### src/rtl/eth_frame_tx_pkg.sv
// Shared types and constants for the Ethernet transmit framer.
package eth_frame_tx_pkg;

  typedef logic [47:0] mac_addr_t;

  localparam int ETH_HDR_BYTES   = 14;
  localparam int ETH_MIN_FRAME   = 60;
  localparam int ETH_MAX_PAYLOAD = 1500;

  typedef enum logic [2:0] {IDLE, HDR, PAY, PAD, LAST} tx_state_t;

  // Unused low-order byte lanes of a beat carrying nbytes (1..4) bytes.
  function automatic logic [1:0] beat_empty(input logic [2:0] nbytes);
    return 2'(3'd4 - nbytes);
  endfunction

endpackage

### src/rtl/eth_frame_tx_if.sv
// Descriptor, payload and Avalon-ST transmit signals of the framer.
interface eth_frame_tx_if;
  import eth_frame_tx_pkg::*;

  logic        hdr_valid;
  logic        hdr_ready;
  mac_addr_t   hdr_dst;
  mac_addr_t   hdr_src;
  logic [15:0] hdr_type;
  logic [10:0] hdr_len;

  logic [7:0]  pl_data;
  logic        pl_valid;
  logic        pl_ready;

  logic [31:0] out_data;
  logic        out_valid;
  logic        out_ready;
  logic        out_sop;
  logic        out_eop;
  logic [1:0]  out_empty;

  // Upstream source plus MAC sink side.
  modport master (
    output hdr_valid, hdr_dst, hdr_src, hdr_type, hdr_len, pl_data, pl_valid, out_ready,
    input  hdr_ready, pl_ready, out_data, out_valid, out_sop, out_eop, out_empty
  );

  // The framer itself.
  modport slave (
    input  hdr_valid, hdr_dst, hdr_src, hdr_type, hdr_len, pl_data, pl_valid, out_ready,
    output hdr_ready, pl_ready, out_data, out_valid, out_sop, out_eop, out_empty
  );
endinterface

### src/rtl/avst_byte_packer.sv
// Packs a byte stream into big-endian 32-bit beats with eop/empty.
// A staging word collects bytes; a completed word moves to the output
// register when that register is empty or being drained this cycle.
module avst_byte_packer
  import eth_frame_tx_pkg::*;
(
  input  logic        clk,
  input  logic        rst,
  input  logic        in_valid,
  input  logic [7:0]  in_data,
  input  logic        in_last,
  output logic        in_ready,
  output logic        out_valid,
  output logic [31:0] out_data,
  output logic        out_eop,
  output logic [1:0]  out_empty,
  input  logic        out_ready
);

  logic [31:0] stg_data, stg_data_nx;
  logic [2:0]  stg_cnt, stg_cnt_nx;
  logic        stg_last, stg_last_nx;
  logic        stg_full, move;

  assign stg_full = (stg_cnt == 3'd4) || stg_last;
  assign move     = stg_full && (!out_valid || out_ready);
  // Accepting while the full word moves out keeps 1 byte/cycle.
  assign in_ready = !stg_full || move;

  // Next staging word: cleared on move (zero-fills a short last beat), then byte written.
  always_comb begin
    stg_data_nx = move ? '0 : stg_data;
    stg_cnt_nx  = move ? '0 : stg_cnt;
    stg_last_nx = move ? 1'b0 : stg_last;
    if (in_valid && in_ready) begin
      case (stg_cnt_nx[1:0])
        2'd0:    stg_data_nx[31:24] = in_data;
        2'd1:    stg_data_nx[23:16] = in_data;
        2'd2:    stg_data_nx[15:8]  = in_data;
        default: stg_data_nx[7:0]   = in_data;
      endcase
      stg_cnt_nx  = stg_cnt_nx + 3'd1;
      stg_last_nx = in_last;
    end
  end

  // Staging register.
  always_ff @(posedge clk or posedge rst) begin
    if (rst) begin
      stg_data <= '0;
      stg_cnt  <= '0;
      stg_last <= 1'b0;
    end else begin
      stg_data <= stg_data_nx;
      stg_cnt  <= stg_cnt_nx;
      stg_last <= stg_last_nx;
    end
  end

  // Output register: holds its beat until out_ready.
  always_ff @(posedge clk or posedge rst) begin
    if (rst) begin
      out_valid <= 1'b0;
      out_data  <= '0;
      out_eop   <= 1'b0;
      out_empty <= '0;
    end else if (move) begin
      out_valid <= 1'b1;
      out_data  <= stg_data;
      out_eop   <= stg_last;
      out_empty <= stg_last ? beat_empty(stg_cnt) : 2'd0;
    end else if (out_ready) begin
      out_valid <= 1'b0;
    end
  end

endmodule

### src/rtl/eth_frame_tx.sv
// Ethernet frame builder in front of the MAC transmit Avalon-ST sink.
// Beats 0..2 (dst/src) come straight from the latched descriptor; the
// ethertype, payload and pad bytes go through the byte packer.
module eth_frame_tx
  import eth_frame_tx_pkg::*;
#(
  parameter int         MIN_FRAME   = ETH_MIN_FRAME,
  parameter int         MAX_PAYLOAD = ETH_MAX_PAYLOAD,
  parameter logic [7:0] PAD_BYTE    = 8'h00
) (
  input  logic         sys_clk,
  input  logic         reset,
  eth_frame_tx_if.slave bus,
  output logic         busy,
  output logic         err_oversize,
  output logic [15:0]  frames_sent
);

  localparam int MIN_PAY = MIN_FRAME - ETH_HDR_BYTES;

  tx_state_t   state, state_nx;
  mac_addr_t   dst_q, src_q;
  logic [15:0] type_q;
  logic [10:0] len_q, pk_total_q, fed_q;
  logic [1:0]  beat_q;
  logic        err_q;
  logic [15:0] frames_q;

  logic        pk_in_valid, pk_in_ready, pk_in_last, pk_take;
  logic [7:0]  pk_in_data;
  logic        pk_out_valid, pk_out_ready, pk_out_eop;
  logic [31:0] pk_out_data;
  logic [1:0]  pk_out_empty;
  logic        accept, oversize, last_byte;

  assign bus.hdr_ready = (state == IDLE) && !reset;
  assign accept        = bus.hdr_valid && bus.hdr_ready;
  assign oversize      = bus.hdr_len > 11'(MAX_PAYLOAD);
  // fed_q counts packer bytes, starting at the ethertype.
  assign last_byte     = fed_q == (pk_total_q - 11'd1);
  assign pk_take       = pk_in_valid && pk_in_ready;
  assign pk_out_ready  = bus.out_ready && (state != HDR);
  assign busy          = state != IDLE;
  assign err_oversize  = err_q;
  assign frames_sent   = frames_q;

  // State register.
  always_ff @(posedge sys_clk or posedge reset) begin
    if (reset) state <= IDLE;
    else       state <= state_nx;
  end

  // Next state and packer byte source (ethertype, payload or pad).
  always_comb begin
    state_nx     = state;
    pk_in_valid  = 1'b0;
    pk_in_data   = PAD_BYTE;
    pk_in_last   = last_byte;
    bus.pl_ready = 1'b0;
    case (state)
      IDLE: if (accept && !oversize) state_nx = HDR;
      HDR: begin
        if (fed_q < 11'd2) begin
          pk_in_valid = 1'b1;
          pk_in_data  = fed_q[0] ? type_q[7:0] : type_q[15:8];
        end
        if (bus.out_ready && beat_q == 2'd2) state_nx = (len_q == '0) ? PAD : PAY;
      end
      PAY: begin
        pk_in_valid  = bus.pl_valid;
        pk_in_data   = bus.pl_data;
        bus.pl_ready = pk_in_ready;
        if (bus.pl_valid && pk_in_ready && fed_q == len_q + 11'd1)
          state_nx = (len_q < 11'(MIN_PAY)) ? PAD : LAST;
      end
      PAD: begin
        pk_in_valid = 1'b1;
        if (pk_in_ready && last_byte) state_nx = LAST;
      end
      LAST: if (pk_out_valid && bus.out_ready && pk_out_eop) state_nx = IDLE;
      default: state_nx = IDLE;
    endcase
  end

  // Descriptor latch, beat/byte counters, error pulse and frame counter.
  always_ff @(posedge sys_clk or posedge reset) begin
    if (reset) begin
      dst_q      <= '0;
      src_q      <= '0;
      type_q     <= '0;
      len_q      <= '0;
      pk_total_q <= '0;
      fed_q      <= '0;
      beat_q     <= '0;
      err_q      <= 1'b0;
      frames_q   <= '0;
    end else begin
      err_q <= accept && oversize;
      if (accept && !oversize) begin
        dst_q      <= bus.hdr_dst;
        src_q      <= bus.hdr_src;
        type_q     <= bus.hdr_type;
        len_q      <= bus.hdr_len;
        pk_total_q <= 11'd2 + ((bus.hdr_len < 11'(MIN_PAY)) ? 11'(MIN_PAY) : bus.hdr_len);
        fed_q      <= '0;
        beat_q     <= '0;
      end else begin
        if (state == HDR && bus.out_ready) beat_q <= beat_q + 2'd1;
        if (pk_take) fed_q <= fed_q + 11'd1;
      end
      if (state == LAST && state_nx == IDLE) frames_q <= frames_q + 16'd1;
    end
  end

  // Output mux: MAC-address beats while in HDR, packer beats otherwise.
  always_comb begin
    bus.out_valid = pk_out_valid;
    bus.out_data  = pk_out_data;
    bus.out_sop   = 1'b0;
    bus.out_eop   = pk_out_eop;
    bus.out_empty = pk_out_empty;
    if (state == HDR) begin
      bus.out_valid = 1'b1;
      bus.out_sop   = (beat_q == 2'd0);
      bus.out_eop   = 1'b0;
      bus.out_empty = 2'd0;
      case (beat_q)
        2'd0:    bus.out_data = dst_q[47:16];
        2'd1:    bus.out_data = {dst_q[15:0], src_q[47:32]};
        default: bus.out_data = src_q[31:0];
      endcase
    end
  end

  avst_byte_packer u_packer (
    .clk       (sys_clk),
    .rst       (reset),
    .in_valid  (pk_in_valid),
    .in_data   (pk_in_data),
    .in_last   (pk_in_last),
    .in_ready  (pk_in_ready),
    .out_valid (pk_out_valid),
    .out_data  (pk_out_data),
    .out_eop   (pk_out_eop),
    .out_empty (pk_out_empty),
    .out_ready (pk_out_ready)
  );

endmodule

### src/flat_wrapper.sv
// flat-port wrapper written by rule: the top's interface ports become plain ports
module eth_frame_tx_flat import eth_frame_tx_pkg::*;
#(
  parameter int         MIN_FRAME   = ETH_MIN_FRAME,
  parameter int         MAX_PAYLOAD = ETH_MAX_PAYLOAD,
  parameter logic [7:0] PAD_BYTE    = 8'h00
)
  (sys_clk, reset, busy, err_oversize, frames_sent, bus_hdr_valid, bus_hdr_dst, bus_hdr_src, bus_hdr_type, bus_hdr_len, bus_pl_data, bus_pl_valid, bus_out_ready, bus_hdr_ready, bus_pl_ready, bus_out_data, bus_out_valid, bus_out_sop, bus_out_eop, bus_out_empty);
  eth_frame_tx_if bus_i ();
  input  logic sys_clk;
  input  logic reset;
  output logic busy;
  output logic err_oversize;
  output logic [15:0] frames_sent;
  input wire logic [$bits(bus_i.hdr_valid)-1:0] bus_hdr_valid;
  input wire logic [$bits(bus_i.hdr_dst)-1:0] bus_hdr_dst;
  input wire logic [$bits(bus_i.hdr_src)-1:0] bus_hdr_src;
  input wire logic [$bits(bus_i.hdr_type)-1:0] bus_hdr_type;
  input wire logic [$bits(bus_i.hdr_len)-1:0] bus_hdr_len;
  input wire logic [$bits(bus_i.pl_data)-1:0] bus_pl_data;
  input wire logic [$bits(bus_i.pl_valid)-1:0] bus_pl_valid;
  input wire logic [$bits(bus_i.out_ready)-1:0] bus_out_ready;
  output wire logic [$bits(bus_i.hdr_ready)-1:0] bus_hdr_ready;
  output wire logic [$bits(bus_i.pl_ready)-1:0] bus_pl_ready;
  output wire logic [$bits(bus_i.out_data)-1:0] bus_out_data;
  output wire logic [$bits(bus_i.out_valid)-1:0] bus_out_valid;
  output wire logic [$bits(bus_i.out_sop)-1:0] bus_out_sop;
  output wire logic [$bits(bus_i.out_eop)-1:0] bus_out_eop;
  output wire logic [$bits(bus_i.out_empty)-1:0] bus_out_empty;
  assign bus_i.hdr_valid = bus_hdr_valid;
  assign bus_i.hdr_dst = bus_hdr_dst;
  assign bus_i.hdr_src = bus_hdr_src;
  assign bus_i.hdr_type = bus_hdr_type;
  assign bus_i.hdr_len = bus_hdr_len;
  assign bus_i.pl_data = bus_pl_data;
  assign bus_i.pl_valid = bus_pl_valid;
  assign bus_i.out_ready = bus_out_ready;
  assign bus_hdr_ready = bus_i.hdr_ready;
  assign bus_pl_ready = bus_i.pl_ready;
  assign bus_out_data = bus_i.out_data;
  assign bus_out_valid = bus_i.out_valid;
  assign bus_out_sop = bus_i.out_sop;
  assign bus_out_eop = bus_i.out_eop;
  assign bus_out_empty = bus_i.out_empty;
  eth_frame_tx #(.MIN_FRAME(MIN_FRAME), .MAX_PAYLOAD(MAX_PAYLOAD), .PAD_BYTE(PAD_BYTE)) u_core (.sys_clk(sys_clk), .reset(reset), .bus(bus_i), .busy(busy), .err_oversize(err_oversize), .frames_sent(frames_sent));
endmodule
### config.mk
export PLATFORM = sky130hd
export DESIGN_NAME = eth_frame_tx_flat
export DESIGN_NICKNAME = d
export VERILOG_FILES = /design/src/rtl/eth_frame_tx_pkg.sv /design/src/rtl/eth_frame_tx_if.sv /design/src/rtl/avst_byte_packer.sv /design/src/rtl/eth_frame_tx.sv /design/src/flat_wrapper.sv
export SDC_FILE = /design/constraint.sdc
export NUM_CORES = 1
export LEC_CHECK = 0
export BUFFER_PORTS_ARGS = -buffer_cell sky130_fd_sc_hd__buf_2
export CAP_MARGIN = 20
export CORE_UTILIZATION = 53
export CTS_BUF_LIST = sky130_fd_sc_hd__clkbuf_4 sky130_fd_sc_hd__clkbuf_8
export CTS_CLUSTER_SIZE = 28
export DETAILED_ROUTE_END_ITERATION = 7
export PLACE_DENSITY = 0.85
export SLEW_MARGIN = 20
export SYNTH_ARGS = -nofsm -noshare
export SYNTH_HDL_FRONTEND = slang
export SYNTH_SLANG_ARGS = --single-unit
### constraint.sdc
create_clock -name sys_clk -period 7 [get_ports sys_clk]
set_input_delay 1.05 -clock sys_clk [delete_from_list [all_inputs] [get_ports sys_clk]]
set_output_delay 1.05 -clock sys_clk [all_outputs]
set_load 0.02 [all_outputs]
==> results_dict.tcl <==
set metrics [dict create \
    nNetsFinal 1572 \
    tightest_slew_ns 0.8855 \
    finalPower_w 0.005910 \
    whs_endpoint "u_core.src_q[2]" \
    overflow 0 \
    met2WireLength_mm 13.95 \
    async_reset_ff_share_pct 100.0 \
    wire_per_inst_um 16.86 \
    dp_hpwl_mm 19.49 \
    netlist-cell-type-count 58 \
    area_growth_pct 16.55 \
    rr_startpoint "u_core.state[0]" \
    skew_ns 0.02132 \
    clk_path_buf_depth 3 \
    fp.dieH_um 148.7 \
    hold_class "reg -> reg" \
    synth_top_area_cell "dfrtp_1" \
    synth.most_common_cell "nand2_1" \
    antenna_left 0 \
    outcome "completed" \
    power.density_nw_per_um2 444.7 \
    r2r_setup_slack_ns 3.20 \
    fillers 1740 \
    cp.required_ns 5.95 \
    netlist_area_um2 11400 \
    cp-start-kind "flip-flop" \
    rr_worst_depth 7 \
    met3_length_mm 1.893 \
    cp_data_arrival_time_ns 2.93 \
    min_period_over_period_pct 56.84 \
    num_vias 9625 \
    pin_count 193 \
    hold_start "u_core.src_q[2]" \
    synth_flop_cell "dfrtp_1" \
    path_class "reg -> out" \
    via_per_inst 5.589 \
    drive_gt1_share_pct 22.75 \
    setup_violations 0 \
    grt_setup_unrepaired "no" \
    yosysTopAreaCellShare_pct 52.45 \
    htree_levels 2 \
    core_um2 21090 \
    timing.final.crit_period_ns 3.979 \
    first_pass_iters 6 \
    swShare_pct 40.85 \
    ys_ff_latch 239 \
    initial_core_util_pct 54.08 \
    fmax_mhz 251.3 \
    cts_hold_buf 0 \
    internal_power_w 0.003496 \
    grt_max_degree 204 \
    first_global_vias 9530 \
    crit_fanout 59 \
    syn_area_per_cell_um2 9.065 \
    port_buffers 192 \
    reg2reg_to "u_core.u_packer.stg_data[31]" \
    num_rows 53 \
    synthTopCellsByCount "433 x nand2_1, 239 x dfrtp_1, 71 x nor2_1" \
    wl_met1_mm 12.28 \
    slew_viol_final 0 \
    path_clk_slew_ns 0.06 \
    hold_viol_final 0 \
    seq_area_frac_synth_pct 52.45 \
    hold_slack_ns 0.4731 \
    maxUsedRoutingLayer "met4" \
    numCtsBuffers 40 \
    syn_nets 1408 \
    dr.first_iter.drc_count 797 \
    ir_drop_uv 265.6 \
    combPwrFrac_pct 38.4 \
    drc 0 \
    cts_root_buffer "clkbuf_8" \
    drt_wl_total_mm 29.04 \
    p_seq_share_pct 40.5 \
    clk_latency_ns 0.53 \
    grt_antenna_before_repair 1 \
    synth_area_leaders "dfrtp_1 52%, nand2_1 14%, mux2_2 4.0%, xnor2_1 3.3%, a22oi_1 2.8%" \
    grt_pass1_wl_mm 46.86 \
    synth_cells 1258 \
    pwr-share-clk_pct 21.1 \
    grt_usage_pct 26.49 \
    whs_path_depth 2 \
    cts_tree "done" \
    post-cts-setup-buffers 0 \
    die-area_um2 22110 \
    setup_tns_ns 0 \
    cts_resized 0 \
    synth_edf_count 0 \
    die_x_um 148.7 \
    slew_headroom_pct 40.97 \
    max_cap_violations 0 \
    leakage_nw 6.733 \
    clock_sinks 239 \
    globalplace.congestion 0.8837 \
    crit_path_end_kind "output port" \
    synth_warnings 0 \
    switching_power_w 0.002414 \
]
[stage by stage]
stage                     utilization [%]  setup slack [ns]  cells  area [µm²]
final                               63.02             3.021   1722       13290
after global routing                63.02             2.799   1722       13290
after CTS                           62.85             2.728   1720       13250
after detailed placement            59.06             2.949   1654       12450
after global placement              59.06             3.185   1654       12450
after floorplan                         -             2.816   1258       11410
[critical path, cell delays in order, from the launching register on]
cell	delay, ns
dfrtp_1	0.51
nor3b_4	0.70
buf_4	0.65
nor2_1	0.08
a31oi_1	0.22
buf_2	0.20
[area by class of cell]
cell class	count	area, µm²	share of cell area, %
well taps	275	344.1	2.589
diodes	1	2.502	0.01883
clock buffers	60	738.2	5.555
repair buffers	203	1076	8.096
clock inverters	6	61.31	0.4613
multi-input cells	919	5012	37.71
inverters	19	75.07	0.5649
flip-flops and latches	239	5981	45.00
[how the worst max path moves through the flow]
stage / from / end / depth (start not counted) / slack (ns)
final: u_core.state[0] / bus_out_data[26] / 5 / 3.02
after global routing: u_core.state[0] / bus_out_data[10] / 5 / 2.80
after CTS: u_core.state[0] / bus_out_data[30] / 5 / 2.73
after detailed placement: u_core.state[0] / u_core.u_packer.stg_data[31] / 7 / 2.95
after global placement: u_core.state[0] / u_core.u_packer.stg_data[9] / 7 / 3.18
after floorplan: reset / u_core.beat_q[0] / 1 / 2.82
[cells by family (layout without fill, tap and decap cells)]
family	count (synthesis)	in the layout	synth area share (%)
mux	42	42	4.136
flops	239	239	52.45
fa+ha+maj	14	14	1.536
buf+inv	100	288	3.917
xor+xnor	60	60	4.608
compound gates	168	168	9.798
simple gates	635	635	23.56
other cells	0	1	0
[flip-flops by register name, indices dropped and copies added, names as in the netlist, 2 cells and up]
name                       flops
u_core.dst_q                  48
u_core.src_q                  48
u_core.u_packer.out_data      32
u_core.u_packer.stg_data      32
u_core.frames_sent            16
u_core.type_q                 16
u_core.fed_q                  11
u_core.len_q                  11
u_core.pk_total_q             11
u_core.state                   3
u_core.u_packer.stg_cnt        3
u_core.beat_q                  2
u_core.u_packer.out_empty      2
[cell usage in the layout, fill, tap and decap left out, types with 5 or more instances in the layout]
cell type  instances
a21oi_1            8
a22oi_1           42
a31oi_1           35
and3_1             9
buf_2            192
buf_4              9
clkbuf_4          14
clkbuf_8          46
dfrtp_1          239
ha_1              14
inv_1             18
mux2_2            41
nand2_1          432
nand2b_1           5
nand3_1           55
nand4_1           14
nor2_1            70
nor3_1             5
nor4_1             8
o21ai_0           44
o21ai_1            7
xnor2_1           43
xor2_1            17
[power by group through the flow]
stage / registers, W / clock network (W) / logic [W]
3_5_place_dp: 0.00240 / 0 / 0.00224
6_report: 0.00239 / 0.00125 / 0.00227
2_1_floorplan: 0.00221 / 0 / 0.00173
5_1_grt: 0.00246 / 0.00133 / 0.00252
4_1_cts: 0.00238 / 0.00127 / 0.00227
3_3_place_gp: 0.00236 / 0 / 0.00216
[per-layer routing]
layer	global-route usage (%)	vias up
met5	0	-
met4	10.77	0
met3	3.804	68
met2	42.99	371
met1	35.75	4657
li1	-	4529
No activity file was read; power rests on OpenSTA's default activity.
